$ cat src/rtl/mem_access_if.sv
// EX/MEM request, MEM/WB writeback, stall and byte-wide RAM port of the memory stage.
// The slave modport is the memory stage itself; the master modport is its surroundings.
interface mem_access_if #(
    parameter int ADDR_W = 32
) ();
    logic              rdy;
    logic [7:0]        aluop_i;
    logic [31:0]       mem_addr_i;
    logic [31:0]       wdata_i;
    logic [4:0]        wd_i;
    logic              wreg_i;
    logic [4:0]        wd_o;
    logic              wreg_o;
    logic [31:0]       wdata_o;
    logic              stall_req_o;
    logic [ADDR_W-1:0] ram_a_o;
    logic [7:0]        ram_dout_o;
    logic              ram_wr_o;
    logic [7:0]        ram_din_i;

    modport slave (
        input  rdy, aluop_i, mem_addr_i, wdata_i, wd_i, wreg_i, ram_din_i,
        output wd_o, wreg_o, wdata_o, stall_req_o, ram_a_o, ram_dout_o, ram_wr_o
    );

    modport master (
        output rdy, aluop_i, mem_addr_i, wdata_i, wd_i, wreg_i, ram_din_i,
        input  wd_o, wreg_o, wdata_o, stall_req_o, ram_a_o, ram_dout_o, ram_wr_o
    );
endinterface

$ cat src/rtl/mem_access.sv
// RV32I memory-access stage: performs loads/stores one byte per cycle on an 8-bit RAM
// port, stalling the pipeline while busy; non-memory ops pass straight through.
module mem_access #(
    parameter int ADDR_W = 32
) (
    input logic         clk,
    input logic         rst,
    mem_access_if.slave bus
);
    localparam logic [7:0] EX_LB  = 8'h20;
    localparam logic [7:0] EX_LH  = 8'h21;
    localparam logic [7:0] EX_LW  = 8'h22;
    localparam logic [7:0] EX_LBU = 8'h24;
    localparam logic [7:0] EX_LHU = 8'h25;
    localparam logic [7:0] EX_SB  = 8'h28;
    localparam logic [7:0] EX_SH  = 8'h29;
    localparam logic [7:0] EX_SW  = 8'h2A;

    typedef enum logic [1:0] {IDLE, ACCESS, WAIT, DONE} state_t;

    state_t            state, state_nx;
    logic [1:0]        k, k_nx;
    logic              rd_pend;
    logic [1:0]        rd_idx;
    logic [7:0]        op;
    logic [ADDR_W-1:0] addr;
    logic [31:0]       sdata;
    logic [4:0]        wd;
    logic              wreg;
    logic [31:0]       word;
    logic              latch, issue;
    logic [4:0]        wd_out;
    logic              wreg_out;
    logic [31:0]       wdata_out;
    logic              stall;
    logic [ADDR_W-1:0] ram_a;
    logic [7:0]        ram_dout;
    logic              ram_wr;

    function automatic logic is_load(input logic [7:0] o);
        case (o)
            EX_LB, EX_LH, EX_LW, EX_LBU, EX_LHU: return 1'b1;
            default:                             return 1'b0;
        endcase
    endfunction

    function automatic logic is_mem(input logic [7:0] o);
        case (o)
            EX_SB, EX_SH, EX_SW: return 1'b1;
            default:             return is_load(o);
        endcase
    endfunction

    // Index of the last byte of the access (size minus one).
    function automatic logic [1:0] last_byte(input logic [7:0] o);
        case (o)
            EX_LB, EX_LBU, EX_SB: return 2'd0;
            EX_LH, EX_LHU, EX_SH: return 2'd1;
            default:              return 2'd3;
        endcase
    endfunction

    function automatic logic [31:0] extend(input logic [7:0] o, input logic [31:0] w);
        logic signed [7:0]  b;
        logic signed [15:0] h;
        logic signed [31:0] s;
        b = w[7:0];
        h = w[15:0];
        case (o)
            EX_LB:   s = b;
            EX_LH:   s = h;
            EX_LBU:  s = {24'h0, w[7:0]};
            EX_LHU:  s = {16'h0, w[15:0]};
            default: s = w;
        endcase
        return s;
    endfunction

    always_comb begin
        state_nx  = state;
        k_nx      = k;
        latch     = 1'b0;
        issue     = 1'b0;
        stall     = 1'b0;
        wd_out    = '0;
        wreg_out  = 1'b0;
        wdata_out = '0;
        ram_a     = '0;
        ram_dout  = '0;
        ram_wr    = 1'b0;
        case (state)
            IDLE: begin
                if (is_mem(bus.aluop_i)) begin
                    stall = 1'b1;
                    if (bus.rdy) begin
                        latch    = 1'b1;
                        k_nx     = 2'd0;
                        state_nx = ACCESS;
                    end
                end else begin
                    wd_out    = bus.wd_i;
                    wreg_out  = bus.wreg_i;
                    wdata_out = bus.wdata_i;
                end
            end
            ACCESS: begin
                stall = 1'b1;
                ram_a = addr + ADDR_W'(k);
                if (!is_load(op)) ram_dout = sdata[{k, 3'b000} +: 8];
                if (bus.rdy) begin
                    ram_wr = !is_load(op);
                    issue  = is_load(op);
                    k_nx   = k + 2'd1;
                    if (k == last_byte(op)) state_nx = is_load(op) ? WAIT : DONE;
                end
            end
            WAIT: begin
                stall = 1'b1;
                if (bus.rdy) state_nx = DONE;
            end
            DONE: begin
                wd_out    = wd;
                wreg_out  = is_load(op) && wreg && (wd != 5'd0);
                wdata_out = is_load(op) ? extend(op, word) : 32'h0;
                if (bus.rdy) state_nx = IDLE;
            end
            default: state_nx = IDLE;
        endcase
    end

    always_ff @(posedge clk or negedge rst) begin
        if (!rst) begin
            state   <= IDLE;
            k       <= 2'd0;
            rd_pend <= 1'b0;
            rd_idx  <= 2'd0;
            op      <= '0;
            addr    <= '0;
            sdata   <= '0;
            wd      <= '0;
            wreg    <= 1'b0;
            word    <= '0;
        end else begin
            state   <= state_nx;
            k       <= k_nx;
            rd_pend <= issue;
            if (issue) rd_idx <= k;
            // RAM data lags its address by one cycle; capture regardless of rdy.
            if (rd_pend) word[{rd_idx, 3'b000} +: 8] <= bus.ram_din_i;
            if (latch) begin
                op    <= bus.aluop_i;
                addr  <= bus.mem_addr_i[ADDR_W-1:0];
                sdata <= bus.wdata_i;
                wd    <= bus.wd_i;
                wreg  <= bus.wreg_i;
            end
        end
    end

    assign bus.wd_o        = wd_out;
    assign bus.wreg_o      = wreg_out;
    assign bus.wdata_o     = wdata_out;
    assign bus.stall_req_o = stall;
    assign bus.ram_a_o     = ram_a;
    assign bus.ram_dout_o  = ram_dout;
    assign bus.ram_wr_o    = ram_wr;
endmodule

$ cat src/flat_wrapper.sv
// flat-port wrapper written by rule: the top's interface ports become plain ports
module mem_access_flat 
#(
    parameter int ADDR_W = 32
)
  (clk, rst, bus_rdy, bus_aluop_i, bus_mem_addr_i, bus_wdata_i, bus_wd_i, bus_wreg_i, bus_ram_din_i, bus_wd_o, bus_wreg_o, bus_wdata_o, bus_stall_req_o, bus_ram_a_o, bus_ram_dout_o, bus_ram_wr_o);
  mem_access_if #(.ADDR_W(ADDR_W)) bus_i ();
  input logic clk;
  input logic rst;
  input wire logic [$bits(bus_i.rdy)-1:0] bus_rdy;
  input wire logic [$bits(bus_i.aluop_i)-1:0] bus_aluop_i;
  input wire logic [$bits(bus_i.mem_addr_i)-1:0] bus_mem_addr_i;
  input wire logic [$bits(bus_i.wdata_i)-1:0] bus_wdata_i;
  input wire logic [$bits(bus_i.wd_i)-1:0] bus_wd_i;
  input wire logic [$bits(bus_i.wreg_i)-1:0] bus_wreg_i;
  input wire logic [$bits(bus_i.ram_din_i)-1:0] bus_ram_din_i;
  output wire logic [$bits(bus_i.wd_o)-1:0] bus_wd_o;
  output wire logic [$bits(bus_i.wreg_o)-1:0] bus_wreg_o;
  output wire logic [$bits(bus_i.wdata_o)-1:0] bus_wdata_o;
  output wire logic [$bits(bus_i.stall_req_o)-1:0] bus_stall_req_o;
  output wire logic [$bits(bus_i.ram_a_o)-1:0] bus_ram_a_o;
  output wire logic [$bits(bus_i.ram_dout_o)-1:0] bus_ram_dout_o;
  output wire logic [$bits(bus_i.ram_wr_o)-1:0] bus_ram_wr_o;
  assign bus_i.rdy = bus_rdy;
  assign bus_i.aluop_i = bus_aluop_i;
  assign bus_i.mem_addr_i = bus_mem_addr_i;
  assign bus_i.wdata_i = bus_wdata_i;
  assign bus_i.wd_i = bus_wd_i;
  assign bus_i.wreg_i = bus_wreg_i;
  assign bus_i.ram_din_i = bus_ram_din_i;
  assign bus_wd_o = bus_i.wd_o;
  assign bus_wreg_o = bus_i.wreg_o;
  assign bus_wdata_o = bus_i.wdata_o;
  assign bus_stall_req_o = bus_i.stall_req_o;
  assign bus_ram_a_o = bus_i.ram_a_o;
  assign bus_ram_dout_o = bus_i.ram_dout_o;
  assign bus_ram_wr_o = bus_i.ram_wr_o;
  mem_access #(.ADDR_W(ADDR_W)) u_core (.clk(clk), .rst(rst), .bus(bus_i));
endmodule
$ cat config.mk
export PLATFORM = sky130hd
export DESIGN_NAME = mem_access_flat
export DESIGN_NICKNAME = d
export VERILOG_FILES = /design/src/rtl/mem_access_if.sv /design/src/rtl/mem_access.sv /design/src/flat_wrapper.sv
export SDC_FILE = /design/constraint.sdc
export NUM_CORES = 1
export LEC_CHECK = 0
export CAP_MARGIN = 40
export CORE_UTILIZATION = 40
export CTS_BUF_LIST = sky130_fd_sc_hd__clkbuf_16
export DETAILED_ROUTE_END_ITERATION = 7
export PLACE_DENSITY = 0.68
export SLEW_MARGIN = 5
export SYNTH_ARGS = -nofsm -noshare
export SYNTH_HDL_FRONTEND = slang
export SYNTH_SLANG_ARGS = --single-unit
$ cat constraint.sdc
create_clock -name clk -period 3 [get_ports clk]
set_input_delay 0.45 -clock clk [delete_from_list [all_inputs] [get_ports clk]]
set_output_delay 0.45 -clock clk [all_outputs]
set_load 0.005 [all_outputs]
Word level (Yosys, flattened, before mapping)
Index checks and enable logic that the tools add are counted.
{"block": "totals", "ff_bits": 117, "out_inout_bits": 80, "elab_cells": 101}
{"block": "op_classes", "n_addsub": 3, "muxes": 46, "n_reduce_logical": 14, "shift": 3, "n_eq_ne": 25}
{"op": "$pmux 32 s4", "n": 1}
{"op": "$eq 8x6->1 const B", "n": 15}
{"op": "$mux 32", "n": 3}
{"op": "$pmux 32 s2", "n": 1}
{"op": "$add 32x2->32", "n": 1}
{"op": "$bwmux 32", "n": 1}
{"op": "$shift 8x7->32 const A", "n": 1}
{"op": "$shiftx 32x6->8", "n": 1}
{"op": "$shiftx 8x7->32", "n": 1}
{"op": "$mux 1", "n": 21}
{"op": "$mux 2", "n": 10}
{"op": "$mux 8", "n": 2}
{"op": "$pmux 5 s2", "n": 1}
{"op": "$reduce_or 5->1", "n": 2}
{"op": "$reduce_or 3->1", "n": 3}
{"op": "$ne 2x2->1 const B", "n": 4}
{"op": "$pmux 2 s2", "n": 2}
{"op": "$pmux 2 s4", "n": 1}
{"op": "$neg 5->7", "n": 1}
{"op": "$reduce_and 6->1", "n": 1}
{"op": "$mux 5", "n": 1}
{"op": "$reduce_bool 5->1", "n": 1}
{"op": "$eq 2x2->1 const B", "n": 2}
{"op": "$ne 2x1->1 const B", "n": 2}
{"op": "other kinds (10)", "n": 12}

Logic depth before layout (Yosys ltp)
{"block": "depth", "depth_word": 13, "depth_mapped": 8, "depth_no_buf": 6}

Worst setup path before layout
Ideal clock, no wire load.
{"block": "synth_path", "path_type": "flip-flop to output port", "start": "register u_core.addr[0]", "end": "output port bus_ram_a_o[26]", "slack_ns": 0.662, "required_time_ns": 2.550, "path_buffers": 1, "path_stages_with_launch": 8, "t_arrival_ns": 1.888, "cell_sequence": "dfrtp_1 -> ha_1 -> fa_1 -> and3_1 -> buf_2 -> nand4_1 -> or4_1 -> a21oi_1"}
{"block": "synth_between", "elab_chain_cells": 2}
{"item": "start: declaration", "line": "mem_access.sv:26", "text": "logic [ADDR_W-1:0] addr;"}
{"item": "start signal: assignment", "line": "mem_access.sv:152", "text": "addr <= bus.mem_addr_i[ADDR_W-1:0];"}
{"item": "$add 32x2->32", "line": "mem_access.sv:108", "text": "ram_a = addr + ADDR_W'(k);"}
{"item": "$mux 32", "line": "mem_access.sv:91", "text": "case (state)"}
{"item": "end: declaration", "line": "flat_wrapper.sv:21", "text": "output wire logic [$bits(bus_i.ram_a_o)-1:0] bus_ram_a_o;"}
No other way between the ends.

Worst setup path in the final report
{"block": "layout_path", "start": "register u_core.op[4]", "end": "output port bus_wdata_o[21]"}
{"block": "layout_between", "elab_chain_cells": 6, "elab_cells_between_ends": 11, "classes_between": "eq/ne: 5; mux: 5; reduce/logical: 1"}
{"item": "start: declaration", "line": "mem_access.sv:25", "text": "logic [7:0] op;"}
{"item": "start signal: assignment", "line": "mem_access.sv:151", "text": "op <= bus.aluop_i;"}
{"item": "$eq 8x6->1 (on tied branches)", "line": "mem_access.sv:41, mem_access.sv:69"}
{"item": "$reduce_or 5->1", "line": "mem_access.sv:41", "text": "case (o)"}
{"item": "$mux 1", "line": "mem_access.sv:41"}
{"item": "$mux 1", "line": "mem_access.sv:91"}
{"item": "$mux 32 *", "line": "mem_access.sv:124", "text": "wdata_out = is_load(op) ? extend(op, word) : 32'h0;"}
{"item": "$pmux 32 s2 *", "line": "mem_access.sv:91"}
{"item": "end: declaration", "line": "flat_wrapper.sv:19", "text": "output wire logic [$bits(bus_i.wdata_o)-1:0] bus_wdata_o;"}
Mark *: on every way between the ends. The rest lies on a longest branch, timed or not. The select of a mux whose other input is x is not followed.

==> impl_metrics.yaml <==
cells_and_area:
  fillerInstances: 1218
  area_growth_syn_to_layout_pct: 51.9
  multiInputGateArea_um2: 3710
  layout.cells.non_filler: 1044
  design_area_um2: 9740
  layout.nets: 921
  layout.area.seq_um2: 2930
  final_layout_size_suffix_gt1_share_pct: 36.5
placed_design:
  gp_routability_congestion: 0.958
  place.detailed.hpwl_mm: 14.3
  placed_cells_incl_taps: 961
  placement.cell_area_um2: 8490
  dp_slack_ps: -235
  placement.io_buffers: 168
logic_synthesis:
  syn_avg_cell_area_um2: 11.0
  yosysSeqAreaShare_pct: 45.7
  post_synth_instance_area_um2: 6410
  synthArstFlopShare_pct: 100
  synth_top_flop_cell: "dfrtp_1"
  synthesized_nets: 683
  post_synth_inst_count: 581
  synth.lib_cells_used.distinct: 57
  synth_edf_count: 0
  synthesis.yosys.warnings: 0
  synth_seq_cells: 117
grt:
  grt_util_all_layers_pct: 26.0
  globalRoute.totalOverflow: 0
  first_global_vias: 6048
  grt_max_degree: 60
  grt_pass1_wl_mm: 32.4
  antenna_found_initial: 1
floorplanning:
  core-area_um2: 15400
  die_w_um: 129
  io_pins: 169
  initial_utilization_pct: 41.5
  die-area_um2: 16500
  die_height_um: 129
  core.rowCount: 45
route:
  routed_wire_length_per_instance_um: 20.5
  vias_per_cell: 5.77
  drt_first_pass_iters: 7
  vias: 6021
  wirelength_mm: 21.4
  drtIter0Drc: 472
  ant_nets: 0
  drt_drc: 0
worst_setup_path:
  crit_path_end_kind: "output pin"
  worstPathRequired_ps: 2550
  worstPathArrival_ps: 2590
  register_to_register_path_setup_slack_ps: 850
  worstPathMaxFanout: 5
  critPathKind: "reg -> out"
  timing.critical_path.from_type: "register"
clock_tree:
  htreeDepth: 4
  cts.sinks: 117
  cts_max_path_buffers: 2
  worst_skew_pair.late_latency_ps: 420
  number_of_buffers_created_by_cts: 17
  clock_tree.root_cell: "clkbuf_16"
  clk_transition_reported_paths_ps: 60
  tritoncts: "yes"
power:
  power.density_cell_area_nw_per_um2: 708
  ir_drop_v: 0.000503
  power.share.combinational_pct: 40.4
  power.net_switching_w: 0.00248
  power.clock.fraction_pct: 27.7
  leakagePower_nw: 4.32
  power.switching_fraction_pct: 36.0
  p_int_w: 0.00442
  power_frac_seq_pct: 31.9
sta:
  rsz0062_at_grt: "true"
  hold_violations: 0
  timing_max_transition_violations_final: 0
  maxSlewHeadroom_pct: 47.3
  setup_slack_ps: -43.4
  timing.fmax_ghz: 0.329
  tightestPinTransition_ps: 789
  min_period_over_period_pct: 101
  setup_viol: 4
  clock_skew_ps: 6.47
  fin_crit_ps: 3040
status:
  outcome: "complete, but fails checks"
  violated_checks: "setup timing"
worst_hold_path:
  hold_path_class: "in -> async"
job:
  max_cap_viol_count: 0
synthesized netlist by cell type (7+ instances only):
cell / n / share of area [%]
nand2b_1: 7 / 0.68
or4_1: 12 / 1.4
o2bb2ai_1: 8 / 1.1
inv_1: 11 / 0.64
nor4_1: 8 / 0.78
a21oi_1: 40 / 3.1
clkbuf_1: 25 / 1.5
xnor2_1: 7 / 0.96
o21ai_0: 25 / 2.0
o31ai_1: 10 / 1.2
nand4_1: 11 / 1.1
ha_1: 12 / 2.3
nor2_1: 28 / 1.6
dfrtp_1: 117 / 46
a22o_1: 32 / 4.4
mux4_2: 8 / 2.8
nand3_1: 10 / 0.78
nor2b_1: 8 / 0.78
mux2_2: 74 / 13
a22oi_1: 13 / 1.5
nand2_1: 43 / 2.5
registers in the layout (all words and copies together), names as in the netlist:
signal          count
u_core.word        32
u_core.addr        32
u_core.sdata       32
u_core.wd           5
u_core.k            2
u_core.wreg         1
u_core.rd_idx       2
u_core.state        2
u_core.rd_pend      1
u_core.op           8
worst max-delay path, stage by stage, from the launching register on:
cell and delay (ps):
dfrtp_1 400, or4b_4 580, buf_6 150, a2111oi_4 290, buf_4 210, buf_6 120, buf_6 110, o21ai_2 70
a21oi_2 130, buf_2 120
cells by family after synthesis:
logic type               count (synthesis)  synth area share (%)
AO/OA/AOI/OAI                          145                  15.9
XOR/XNOR                                13                  1.78
adder cells (fa/ha/maj)                 13                  2.65
buffers and inverters                   43                  2.75
flip-flops                             117                  45.7
multiplexers                            87                  16.6
AND/OR/NAND/NOR                        163                  14.7
per-stage QoR:
step | power, W | util (%) | hold WS (ps) | TNS (ps)
6_report | 0.00690 | 63.1 | 352 | -110
5_1_grt | 0.00723 | 63.1 | 352 | -1230
4_1_cts | 0.00665 | 61.0 | 341 | -687
3_5_place_dp | 0.00464 | 55.1 | 235 | -2940
3_3_place_gp | 0.00455 | 55.1 | 236 | -1260
2_1_floorplan | 0.00350 | - | 154 | 0
layout by cell type, fill, tap and decap left out, drive strengths merged, types with 13 or more instances in the layout:
master,instances
dfrtp,117
clkdlybuf4s50,113
buf,107
mux2,74
nand2,44
a21oi,40
a22o,32
nor2,28
clkbuf,27
o21ai,25
inv,17
a22oi,13
power by group through the flow:
stage | Sequential, W | Clock [W] | Combinational (W)
after detailed placement | 0.00220 | 0 | 0.00244
after CTS | 0.00217 | 0.00193 | 0.00255
after global routing | 0.00224 | 0.00201 | 0.00298
after floorplan | 0.00211 | 0 | 0.00139
final | 0.00220 | 0.00191 | 0.00279
after global placement | 0.00218 | 0 | 0.00238
layout make-up:
cell class	instances	share of cell area (%)
multi-input combinational	421	38.1
sequential	117	30.1
timing repair buffer	250	22.8
clock buffer	17	4.37
tap	211	2.71
clock inverter	15	1.34
inverter	12	0.488
antenna	1	0.0257
metal layers:
layer | global-route usage [%] | routed length, um | up-vias
met3 | 7.03 | 1830 | 60
met2 | 42.7 | 10200 | 327
li1 | - | - | 2662
met4 | 13.8 | 914 | 0
met5 | 0 | 0 | -
met1 | 31.2 | 8430 | 2972
path summary, 6_finish.rpt:
path	cells past startpoint	end	from
setup / recovery	9	bus_wdata_o[21]	u_core.op[4]
hold / removal	2	u_core.addr[13]	rst
setup reg to reg	7	u_core.rd_idx[1]	u_core.state[1]
hold reg to reg	1	u_core.sdata[14]	u_core.sdata[14]
max in group asynchronous	3	u_core.addr[19]	rst
min in group clk	1	u_core.sdata[14]	u_core.sdata[14]
timing repair:
item / 4_1_cts / 5_1_grt
cloned: 2 / 0
resized for setup: 150 / 111
hold buffers: 1 / 0
endpoints found under the hold margin: 1 / 0
buffers inserted: 34 / 15
endpoints found under the setup margin: 69 / 65
pin swaps: 29 / 29
(Power assumes the default switching activity.)
